**src/rtl/llm_frontend_arbiter.sv**
```systemverilog
// Row-hit-aware round-robin arbiter feeding one registered command slot toward the
// backend DRAM controller; read returns are steered back in issue order via a tag FIFO.
module llm_frontend_arbiter #(
    parameter int NUM_REQ   = 4,
    parameter int ROW_W     = 14,
    parameter int COL_W     = 4,
    parameter int DATA_W    = 128,
    parameter int TAG_DEPTH = 8,
    parameter int HIT_CAP   = 4
) (
    input  logic                        clk,
    input  logic                        power_on_rst,
    input  logic [NUM_REQ-1:0]          req_valid,
    output logic [NUM_REQ-1:0]          req_ready,
    input  logic [NUM_REQ-1:0]          req_op,
    input  logic [NUM_REQ*ROW_W-1:0]    req_row,
    input  logic [NUM_REQ*COL_W-1:0]    req_col,
    input  logic [NUM_REQ*DATA_W-1:0]   req_wdata,
    output logic                        o_cmd_valid,
    output logic                        o_cmd_op,
    output logic [ROW_W-1:0]            o_cmd_row,
    output logic [COL_W-1:0]            o_cmd_col,
    output logic [DATA_W-1:0]           o_cmd_wdata,
    input  logic                        i_backend_controller_ready,
    input  logic [DATA_W-1:0]           i_backend_read_data,
    input  logic                        i_backend_read_data_valid,
    output logic                        o_backend_controller_ren,
    output logic [NUM_REQ-1:0]          rsp_valid,
    input  logic [NUM_REQ-1:0]          rsp_ready,
    output logic [DATA_W-1:0]           rsp_data,
    output logic                        err_orphan_read
);

    localparam int PTR_W = (NUM_REQ > 1) ? $clog2(NUM_REQ) : 1;
    localparam int AW    = $clog2(TAG_DEPTH);
    localparam int CW    = AW + 1;
    localparam int HW    = $clog2(HIT_CAP + 1);

    logic                cmd_valid_q;
    logic                cmd_op_q;
    logic [ROW_W-1:0]    cmd_row_q;
    logic [COL_W-1:0]    cmd_col_q;
    logic [DATA_W-1:0]   cmd_wdata_q;
    logic [PTR_W-1:0]    rr_ptr_q, rr_ptr_d;
    logic [HW-1:0]       hit_cnt_q, hit_cnt_d;
    logic                open_valid_q;
    logic [ROW_W-1:0]    open_row_q;
    logic [PTR_W-1:0]    tag_mem_q [TAG_DEPTH];
    logic [AW-1:0]       wr_ptr_q, rd_ptr_q;
    logic [CW-1:0]       count_q, count_d;
    logic                err_q;

    logic                slot_free;
    logic                fifo_nonempty;
    logic                fifo_full_eff;
    logic [PTR_W-1:0]    head;
    logic                rsp_fire;
    logic                ren;
    logic                push;
    logic [NUM_REQ-1:0]  eligible;
    logic [NUM_REQ-1:0]  hit;
    logic                found_rr, found_hit, use_hit, ooo_hit, grant;
    logic [PTR_W-1:0]    rr_idx, hit_idx, grant_idx, pos;
    logic                g_op;
    logic [ROW_W-1:0]    g_row;
    logic [COL_W-1:0]    g_col;
    logic [DATA_W-1:0]   g_wdata;

    assign slot_free     = !cmd_valid_q || i_backend_controller_ready;
    assign fifo_nonempty = (count_q != '0);
    assign head          = tag_mem_q[rd_ptr_q];
    assign rsp_fire      = !power_on_rst && i_backend_read_data_valid && fifo_nonempty;
    assign ren           = rsp_fire && rsp_ready[head];
    // A pop this cycle frees a tag slot for a read granted in the same cycle.
    assign fifo_full_eff = (count_q == CW'(TAG_DEPTH)) && !ren;

    always_comb begin
        eligible = '0;
        hit      = '0;
        for (int i = 0; i < NUM_REQ; i++) begin
            eligible[i] = req_valid[i] && !(req_op[i] && fifo_full_eff);
            hit[i]      = eligible[i] && open_valid_q &&
                          (req_row[i*ROW_W +: ROW_W] == open_row_q);
        end
    end

    always_comb begin
        found_rr  = 1'b0;
        found_hit = 1'b0;
        rr_idx    = '0;
        hit_idx   = '0;
        pos       = '0;
        for (int k = 0; k < NUM_REQ; k++) begin
            pos = (int'(rr_ptr_q) + k >= NUM_REQ) ? PTR_W'(int'(rr_ptr_q) + k - NUM_REQ)
                                                  : PTR_W'(int'(rr_ptr_q) + k);
            if (!found_rr && eligible[pos]) begin
                found_rr = 1'b1;
                rr_idx   = pos;
            end
            if (!found_hit && hit[pos]) begin
                found_hit = 1'b1;
                hit_idx   = pos;
            end
        end
    end

    assign use_hit   = found_hit && (hit_cnt_q < HW'(HIT_CAP));
    assign grant_idx = use_hit ? hit_idx : rr_idx;
    assign ooo_hit   = use_hit && (hit_idx != rr_idx);
    assign grant     = !power_on_rst && slot_free && found_rr;
    assign req_ready = grant ? (NUM_REQ'(1) << grant_idx) : '0;

    always_comb begin
        g_op    = 1'b0;
        g_row   = '0;
        g_col   = '0;
        g_wdata = '0;
        for (int i = 0; i < NUM_REQ; i++) begin
            if (grant_idx == PTR_W'(i)) begin
                g_op    = req_op[i];
                g_row   = req_row[i*ROW_W +: ROW_W];
                g_col   = req_col[i*COL_W +: COL_W];
                g_wdata = req_wdata[i*DATA_W +: DATA_W];
            end
        end
    end

    assign push     = grant && g_op;
    assign rr_ptr_d = (grant_idx == PTR_W'(NUM_REQ - 1)) ? '0 : grant_idx + PTR_W'(1);
    assign hit_cnt_d = ooo_hit ? hit_cnt_q + HW'(1) : '0;

    always_comb begin
        count_d = count_q;
        case ({push, ren})
            2'b10:   count_d = count_q + CW'(1);
            2'b01:   count_d = count_q - CW'(1);
            default: count_d = count_q;
        endcase
    end

    always_ff @(posedge clk or posedge power_on_rst) begin
        if (power_on_rst) begin
            cmd_valid_q  <= 1'b0;
            cmd_op_q     <= 1'b0;
            cmd_row_q    <= '0;
            cmd_col_q    <= '0;
            cmd_wdata_q  <= '0;
            rr_ptr_q     <= '0;
            hit_cnt_q    <= '0;
            open_valid_q <= 1'b0;
            open_row_q   <= '0;
        end else if (grant) begin
            cmd_valid_q  <= 1'b1;
            cmd_op_q     <= g_op;
            cmd_row_q    <= g_row;
            cmd_col_q    <= g_col;
            cmd_wdata_q  <= g_wdata;
            rr_ptr_q     <= rr_ptr_d;
            hit_cnt_q    <= hit_cnt_d;
            open_row_q   <= g_row;
            // The backend auto-precharges after the last column slot of a row.
            open_valid_q <= (g_col != {COL_W{1'b1}});
        end else if (i_backend_controller_ready) begin
            cmd_valid_q  <= 1'b0;
        end
    end

    always_ff @(posedge clk or posedge power_on_rst) begin
        if (power_on_rst) begin
            wr_ptr_q <= '0;
            rd_ptr_q <= '0;
            count_q  <= '0;
            err_q    <= 1'b0;
        end else begin
            if (push) wr_ptr_q <= wr_ptr_q + AW'(1);
            if (ren)  rd_ptr_q <= rd_ptr_q + AW'(1);
            count_q <= count_d;
            if (i_backend_read_data_valid && !fifo_nonempty) err_q <= 1'b1;
        end
    end

    always_ff @(posedge clk) begin
        if (push) tag_mem_q[wr_ptr_q] <= grant_idx;
    end

    assign o_cmd_valid              = cmd_valid_q;
    assign o_cmd_op                 = cmd_op_q;
    assign o_cmd_row                = cmd_row_q;
    assign o_cmd_col                = cmd_col_q;
    assign o_cmd_wdata              = cmd_wdata_q;
    assign o_backend_controller_ren = ren;
    assign rsp_valid                = rsp_fire ? (NUM_REQ'(1) << head) : '0;
    assign rsp_data                 = i_backend_read_data;
    assign err_orphan_read          = err_q;

endmodule

```
**config.mk**
```make
export PLATFORM = sky130hd
export DESIGN_NAME = llm_frontend_arbiter
export DESIGN_NICKNAME = d
export VERILOG_FILES = /design/src/rtl/llm_frontend_arbiter.sv
export SDC_FILE = /design/constraint.sdc
export NUM_CORES = 1
export LEC_CHECK = 0
export CAP_MARGIN = 5
export CORE_AREA = 2 2 393 395
export DETAILED_ROUTE_END_ITERATION = 7
export DIE_AREA = 0 0 395 397
export SKIP_CTS_REPAIR_TIMING = 1
export SYNTH_ARGS = -nofsm -noshare
export SYNTH_HDL_FRONTEND = slang
export SYNTH_SLANG_ARGS = --single-unit
```
**constraint.sdc**
```tcl
create_clock -name clk -period 8.7 [get_ports clk]
set_input_delay 2.61 -clock clk [delete_from_list [all_inputs] [get_ports clk]]
set_output_delay 2.61 -clock clk [all_outputs]
set_load 0.05 [all_outputs]
```
# Word level (Yosys, flattened, before mapping)
# Memories as Yosys holds them, arrays and structs flattened.
# Index checks and enable logic that the tools add are counted.
[totals]
output_inout_bits = 286
latch_bits = 0
ram_bits = 16
ff_bits = 165
rom_bits = 0
in_bits = 728
memories = 1
[memory_table]
columns = ["name", "words", "word_bits", "read_ports", "rd_clocked_by_memory_dff", "wr", "line_no", "source"]
rows = [
  ["tag_mem_q", 8, 2, 1, 0, 1, "48", "logic [PTR_W-1:0] tag_mem_q [TAG_DEPTH];"],
]
[classes]
n_reduce_logical = 51
eq_ne = 12
muxes = 64
n_mul = 0
div_mod_pow = 0
n_shift = 2
order_cmp = 10
bitwise_logic = 0
n_addsub = 13
[ops]
columns = ["operator", "n"]
rows = [
  ["two-way mux 128 bit", 4],
  ["== test 14 bit", 4],
  ["two-way mux 14 bit", 4],
  ["logical AND 1 bit", 32],
  ["two-way mux 2 bit", 14],
  ["two-way mux 1 bit", 25],
  ["two-way mux 4 bit", 6],
  ["binary-select mux 1 bit (select 2 bit)", 9],
  ["< comparator 2 x 3 -> 1 bit, second input constant", 5],
  ["logical NOT 1 bit", 14],
  ["adder 3 x 1 -> 3 bit, second input constant", 3],
  ["greater-or-equal comparator 3 bit, second input constant", 3],
  ["case mux 4 bit (2 select lines)", 1],
  ["<< shifter 1 x 2 -> 4 bit, first input constant", 2],
  ["subtractor 2 x 1 -> 2 bit, second input constant", 4],
  ["adder 2 x 2 -> 3 bit, second input constant", 2],
  ["== test 2 bit, second input constant", 3],
  ["adder 4 x 1 -> 4 bit, second input constant", 1],
  ["== test 2 x 1 -> 1 bit, second input constant", 2],
  ["== test 4 bit, second input constant", 1],
  ["inequality test 4 bit, second input constant", 1],
  ["nonzero test 2 bit", 2],
  ["nonzero test 4 bit", 1],
  ["subtractor 4 x 1 -> 4 bit, second input constant", 1],
  ["8 further kinds", 8],
]

# Logic depth before layout (Yosys ltp)
[depth]
ltp_word = 33
depth_mapped = 27
mapped_depth_nobuf = 25

# Worst setup path after synthesis
# Ideal clock, no wire load.
[synth_path]
path_type = "input -> output"
startpoint = "input power_on_rst"
endpoint = "output req_ready[1]"
setup_slack_ns = -0.091
required_time_ns = 6.090
stages = 11
path_buffers = 4
t_arrival_ns = 6.181
path_cell_list = "nor3b_1 -> and2_1 -> buf_2 -> o21ai_1 -> a221o_1 -> mux2i_1 -> ha_1 -> clkbuf_1 -> clkbuf_1 -> clkbuf_1 -> and2_1"
[synth_between]
elab_chain_cells = 27
[synth_lines]
columns = ["item", "line_no", "source"]
rows = [
  ["from (decl)", "12", "input logic power_on_rst,"],
  ["logical NOT 1 bit (no source line) *", "--", ""],
  ["logical AND 1 bit * (2 in a row)", "72", "assign rsp_fire = !power_on_rst && i_backend_read_data_valid && fifo_nonempty;"],
  ["logical AND 1 bit *", "73", "assign ren = rsp_fire && rsp_ready[head];"],
  ["net o_backend_controller_ren", "27", "output logic o_backend_controller_ren,"],
  ["logical NOT 1 bit *", "75", "assign fifo_full_eff = (count_q == CW'(TAG_DEPTH)) && !ren;"],
  ["logical AND 1 bit *", "75", ""],
  ["logical AND 1 bit", "81", "eligible[i] = req_valid[i] && !(req_op[i] && fifo_full_eff);"],
  ["logical NOT 1 bit", "81", ""],
  ["(+12 left out)", "--", ""],
  ["logical NOT 1 bit", "100", "if (!found_hit && hit[pos]) begin"],
  ["logical AND 1 bit", "100", ""],
  ["two-way mux 1 bit", "100", ""],
  ["logical AND 1 bit", "107", "assign use_hit = found_hit && (hit_cnt_q < HW'(HIT_CAP));"],
  ["two-way mux 2 bit *", "108", "assign grant_idx = use_hit ? hit_idx : rr_idx;"],
  ["net grant_idx[0]", "63", "logic [PTR_W-1:0] rr_idx, hit_idx, grant_idx, pos;"],
  ["<< shifter 1 x 2 -> 4 bit *", "111", "assign req_ready = grant ? (NUM_REQ'(1) << grant_idx) : '0;"],
  ["two-way mux 4 bit *", "111", ""],
  ["to (decl)", "14", "output logic [NUM_REQ-1:0] req_ready,"],
]
# The timed path passes the listed nets; every way through them passes the cells marked *. The select of a mux whose other input is x is not followed.

# Final worst setup path
[layout_path]
startpoint = "input req_row[47]"
endpoint = "output req_ready[3]"
[layout_between]
elab_chain_cells = 18
[layout_lines]
columns = ["item", "line_no", "source"]
rows = [
  ["from (decl)", "16", "input logic [NUM_REQ*ROW_W-1:0] req_row,"],
  ["== test 14 bit *", "83", "(req_row[i*ROW_W +: ROW_W] == open_row_q);"],
  ["logical AND 1 bit *", "82", "hit[i] = eligible[i] && open_valid_q &&"],
  ["binary-select mux 1 bit (select 2 bit)", "100", ""],
  ["two-way mux 1 bit (not written as such)", "100", ""],
  ["two-way mux 1 bit", "100", ""],
  ["logical NOT 1 bit", "100", ""],
  ["logical AND 1 bit", "100", ""],
  ["two-way mux 1 bit", "100", ""],
  ["(+3 left out)", "--", ""],
  ["logical NOT 1 bit", "100", ""],
  ["logical AND 1 bit", "100", ""],
  ["two-way mux 1 bit", "100", ""],
  ["logical AND 1 bit", "107", ""],
  ["two-way mux 2 bit *", "108", ""],
  ["net grant_idx[1]", "63", ""],
  ["<< shifter 1 x 2 -> 4 bit *", "111", ""],
  ["two-way mux 4 bit *", "111", ""],
]
# Marked as above.

==> results.sh <==
export IMPL_status="finished, final reports clean"
export IMPL_grt_pass1_wl_mm=142.7
export IMPL_slowest_stage="or4_1"
export IMPL_critPathKind="in -> out"
export IMPL_drt_pass1_iterations=5
export IMPL_drt_initial_drc_count=1112
export IMPL_finalPower_mw=7.499
export IMPL_nNetsFinal=3288
export IMPL_grt_overflow_total=0
export IMPL_dieWidth_um=395
export IMPL_core_area_um2=153000
export IMPL_powerDensity_nw_per_um2=323.0
export IMPL_period_minus_slack_ns=8.493
export IMPL_setup_violations_final=0
export IMPL_critPathLaunch="req_row[47]"
export IMPL_top_layer="met5"
export IMPL_hold_class="reg -> reg"
export IMPL_wl_met1_mm=45.23
export IMPL_clk_path_buf_depth=2
export IMPL_clkLatencyLatePin_ns=0.55
export IMPL_htreeDepth=4
export IMPL_dr_wl_met2_mm=50.01
export IMPL_critical_path_n_buffers_inverters=3
export IMPL_num_vias=16460
export IMPL_synth_warnings=0
export IMPL_finalHoldViolations=0
export IMPL_stdcell_count=4620
export IMPL_grt_total_usage_pct=13.58
export IMPL_gp_congestion=0.8812
export IMPL_fillCellCount=17530
export IMPL_fmax_ghz=0.1177
export IMPL_portBuffers=757
export IMPL_startpoint_type="primary input"
export IMPL_dieArea_um2=156800
export IMPL_crit_chain="clkdlybuf4s50_1, xor2_1, nor4_1, nand4_1, or4_1, or2_2, a31oi_1, nand2_1, mux2i_2, buf_4, ha_4, and2_1, buf_12"
export IMPL_crit_path_max_fanout=3
export IMPL_worst_r2r_setup_slack_ns=2.39
export IMPL_dieHeight_um=397
export IMPL_hold_start="err_orphan_read"
export IMPL_io_pins=1014
export IMPL_area_delta_synth_final_pct=70.54
export IMPL_numClockSinks=181
export IMPL_finalSetupTns_ns=0
export IMPL_grt_max_degree=125
export IMPL_synth_edf_count=16
export IMPL_ir_worst_vdd_v=0.0001713
export IMPL_drv_slew=0
export IMPL_wl_met3_mm=11.77
export IMPL_antenna_found_initial=81
export IMPL_grt_setup_unrepaired="no"
export IMPL_clockRootBuffer="clkbuf_16"
export IMPL_max_slew_margin_pct=26.93
export IMPL_worst_pin_slew_ns=1.093
export IMPL_cap_violations=0
export IMPL_cp_data_arrival_time_ns=5.88
export IMPL_num_rows=144
export IMPL_grt_pass1_vias=15670
export IMPL_fin_crit_sh_pct=97.62
export IMPL_numCtsBuffers=17
export IMPL_mostFrequentLayoutCells="clkdlybuf4s50_1, nor2_1, a21oi_1, nand2_1, dfrtp_1"
export IMPL_synthDistinctLibCells=53
export IMPL_max_stage_delay_ns=0.52
export IMPL_worstReg2RegStart="rd_ptr_q[0]"
export IMPL_synthCells=2027
export IMPL_synth_largest_area_cell="dfrtp_1"
export IMPL_critPathTopFamily="simple AND/OR/NAND/NOR gates"
export IMPL_initial_core_util_pct=8.899
export IMPL_synth_area_um2=13610
export IMPL_yosys_most_used_dff="dfrtp_1"
export IMPL_cts_tree="built"
export IMPL_routedWlPerCell_um=23.94
export IMPL_async_reset_ff_share_pct=91.16
export IMPL_syn_num_nets=2766
export IMPL_reg2regPathDepth=24
export IMPL_whs_ns=0.4767
export IMPL_final_layout_size_suffix_gt1_share_pct=4.137
export IMPL_final_common_cell="clkdlybuf4s50_1"
export IMPL_synthTopCellsByArea="dfrtp_1, a21oi_1, nor2_1, buf_4, nand2_1"
export IMPL_ys_seq_area_share_pct=33.86
export IMPL_placed_cells=4574
export IMPL_min_delay_worst_endpoint="err_orphan_read"
export IMPL_drt_total_wl_mm=110.6
export IMPL_place_hpwl_mm=92.65
export IMPL_crit_required_ns=6.09
export IMPL_synth_top_cell_area_share_pct=30.33
export IMPL_r2r_end="count_q[3]"
export IMPL_p_leak_nw=8.604
export IMPL_avgSynthCellArea_um2=6.715
export IMPL_vias_per_cell=3.563
export IMPL_worstHoldPathCells=1
export IMPL_ys_ff_latch=181
export IMPL_ant_nets=0
export IMPL_clock_skew_ns=0.04487
export IMPL_clk_pin_slew_ns=0.08
export IMPL_critPathCaptureType="primary output"
export IMPL_drc_errors=0
where the power goes:
group	leakage [nW]	total (mW)	switching [mW]	internal (mW)
sequential	2.06	1.52	0.322	1.19
combinational	6.26	5.10	3.41	1.68
clock	0.287	0.886	0.475	0.411
total	8.60	7.50	4.21	3.29
routing by layer:
layer	up-vias	GRT usage [%]
met5	-	0.6659
met4	36	4.335
met3	199	6.070
met2	900	21.63
met1	7657	16.18
li1	7671	-
state kept, by name, summed over array words and instances, names as in the netlist:
signal and cells:
o_cmd_wdata 128, tag_mem_q 16, open_row_q 14, count_q 4, o_cmd_col 4, hit_cnt_q 3, rd_ptr_q 3, wr_ptr_q 3
rr_ptr_q 2, err_orphan_read 1, o_cmd_op 1, o_cmd_valid 1, open_valid_q 1
area by class of cell:
type	instances	area, µm²	area share, %
multi-input combinational	1540	7430	32.01
timing repair buffer	798	7955	34.27
clock buffer	18	439.2	1.892
sequential	181	4609	19.86
inverter	11	48.80	0.2102
tap	2044	2557	11.02
antenna	14	35.03	0.1509
clock inverter	14	138.9	0.5983
worst max-delay path by stage:
| stage | to | slack, ns | depth (start not counted) |
|---|---|---|---|
| after detailed placement | req_ready[3] | 0.22 | 13 |
| after floorplan | req_ready[1] | 0.05 | 13 |
| final | req_ready[3] | 0.21 | 13 |
| after global placement | req_ready[3] | 0.21 | 13 |
| after CTS | req_ready[3] | 0.21 | 13 |
| after global routing | req_ready[3] | 0.08 | 14 |
stage by stage:
stage | util, % | cell area, µm² | setup WS, ns
floorplan | - | 13620 | 0.04738
global placement | 14.77 | 22600 | 0.2053
detailed placement | 14.77 | 22600 | 0.2166
CTS | 15.15 | 23180 | 0.2055
global route | 15.17 | 23200 | 0.08259
finish | 15.18 | 23210 | 0.2066
cells in the mapped netlist, types with 2 or more instances:
library cell,n
nor2_1,600
a21oi_1,589
nand2_1,173
dfrtp_1,165
buf_4,128
clkbuf_1,123
xnor2_1,52
buf_1,30
edfxtp_1,16
buf_2,13
nand4_1,12
xor2_1,12
ha_1,10
inv_1,10
nand3_1,9
nor4_1,8
and2_1,7
o21ai_1,6
nand2b_1,5
mux2_1,4
mux4_2,4
nor3_1,4
a21o_1,3
a31oi_1,3
mux2i_1,3
nor2b_1,3
o21ai_0,3
a21oi_2,2
and3_1,2
mux2_2,2
nor3b_1,2
o22ai_1,2
or2_2,2
logic make-up (layout without fill, tap and decap cells):
logic type | after synthesis | in the layout | synth area share [%]
adder cells (fa/ha/maj) | 11 | 11 | 1.066
multiplexers | 14 | 14 | 1.489
AND/OR/NAND/NOR | 830 | 830 | 23.91
XOR/XNOR | 64 | 64 | 4.118
other | 0 | 14 | 0
buffers and inverters | 306 | 841 | 12.14
flip-flops | 181 | 181 | 33.86
AO/OA/AOI/OAI | 621 | 621 | 23.41
(Power assumes the default switching activity.)
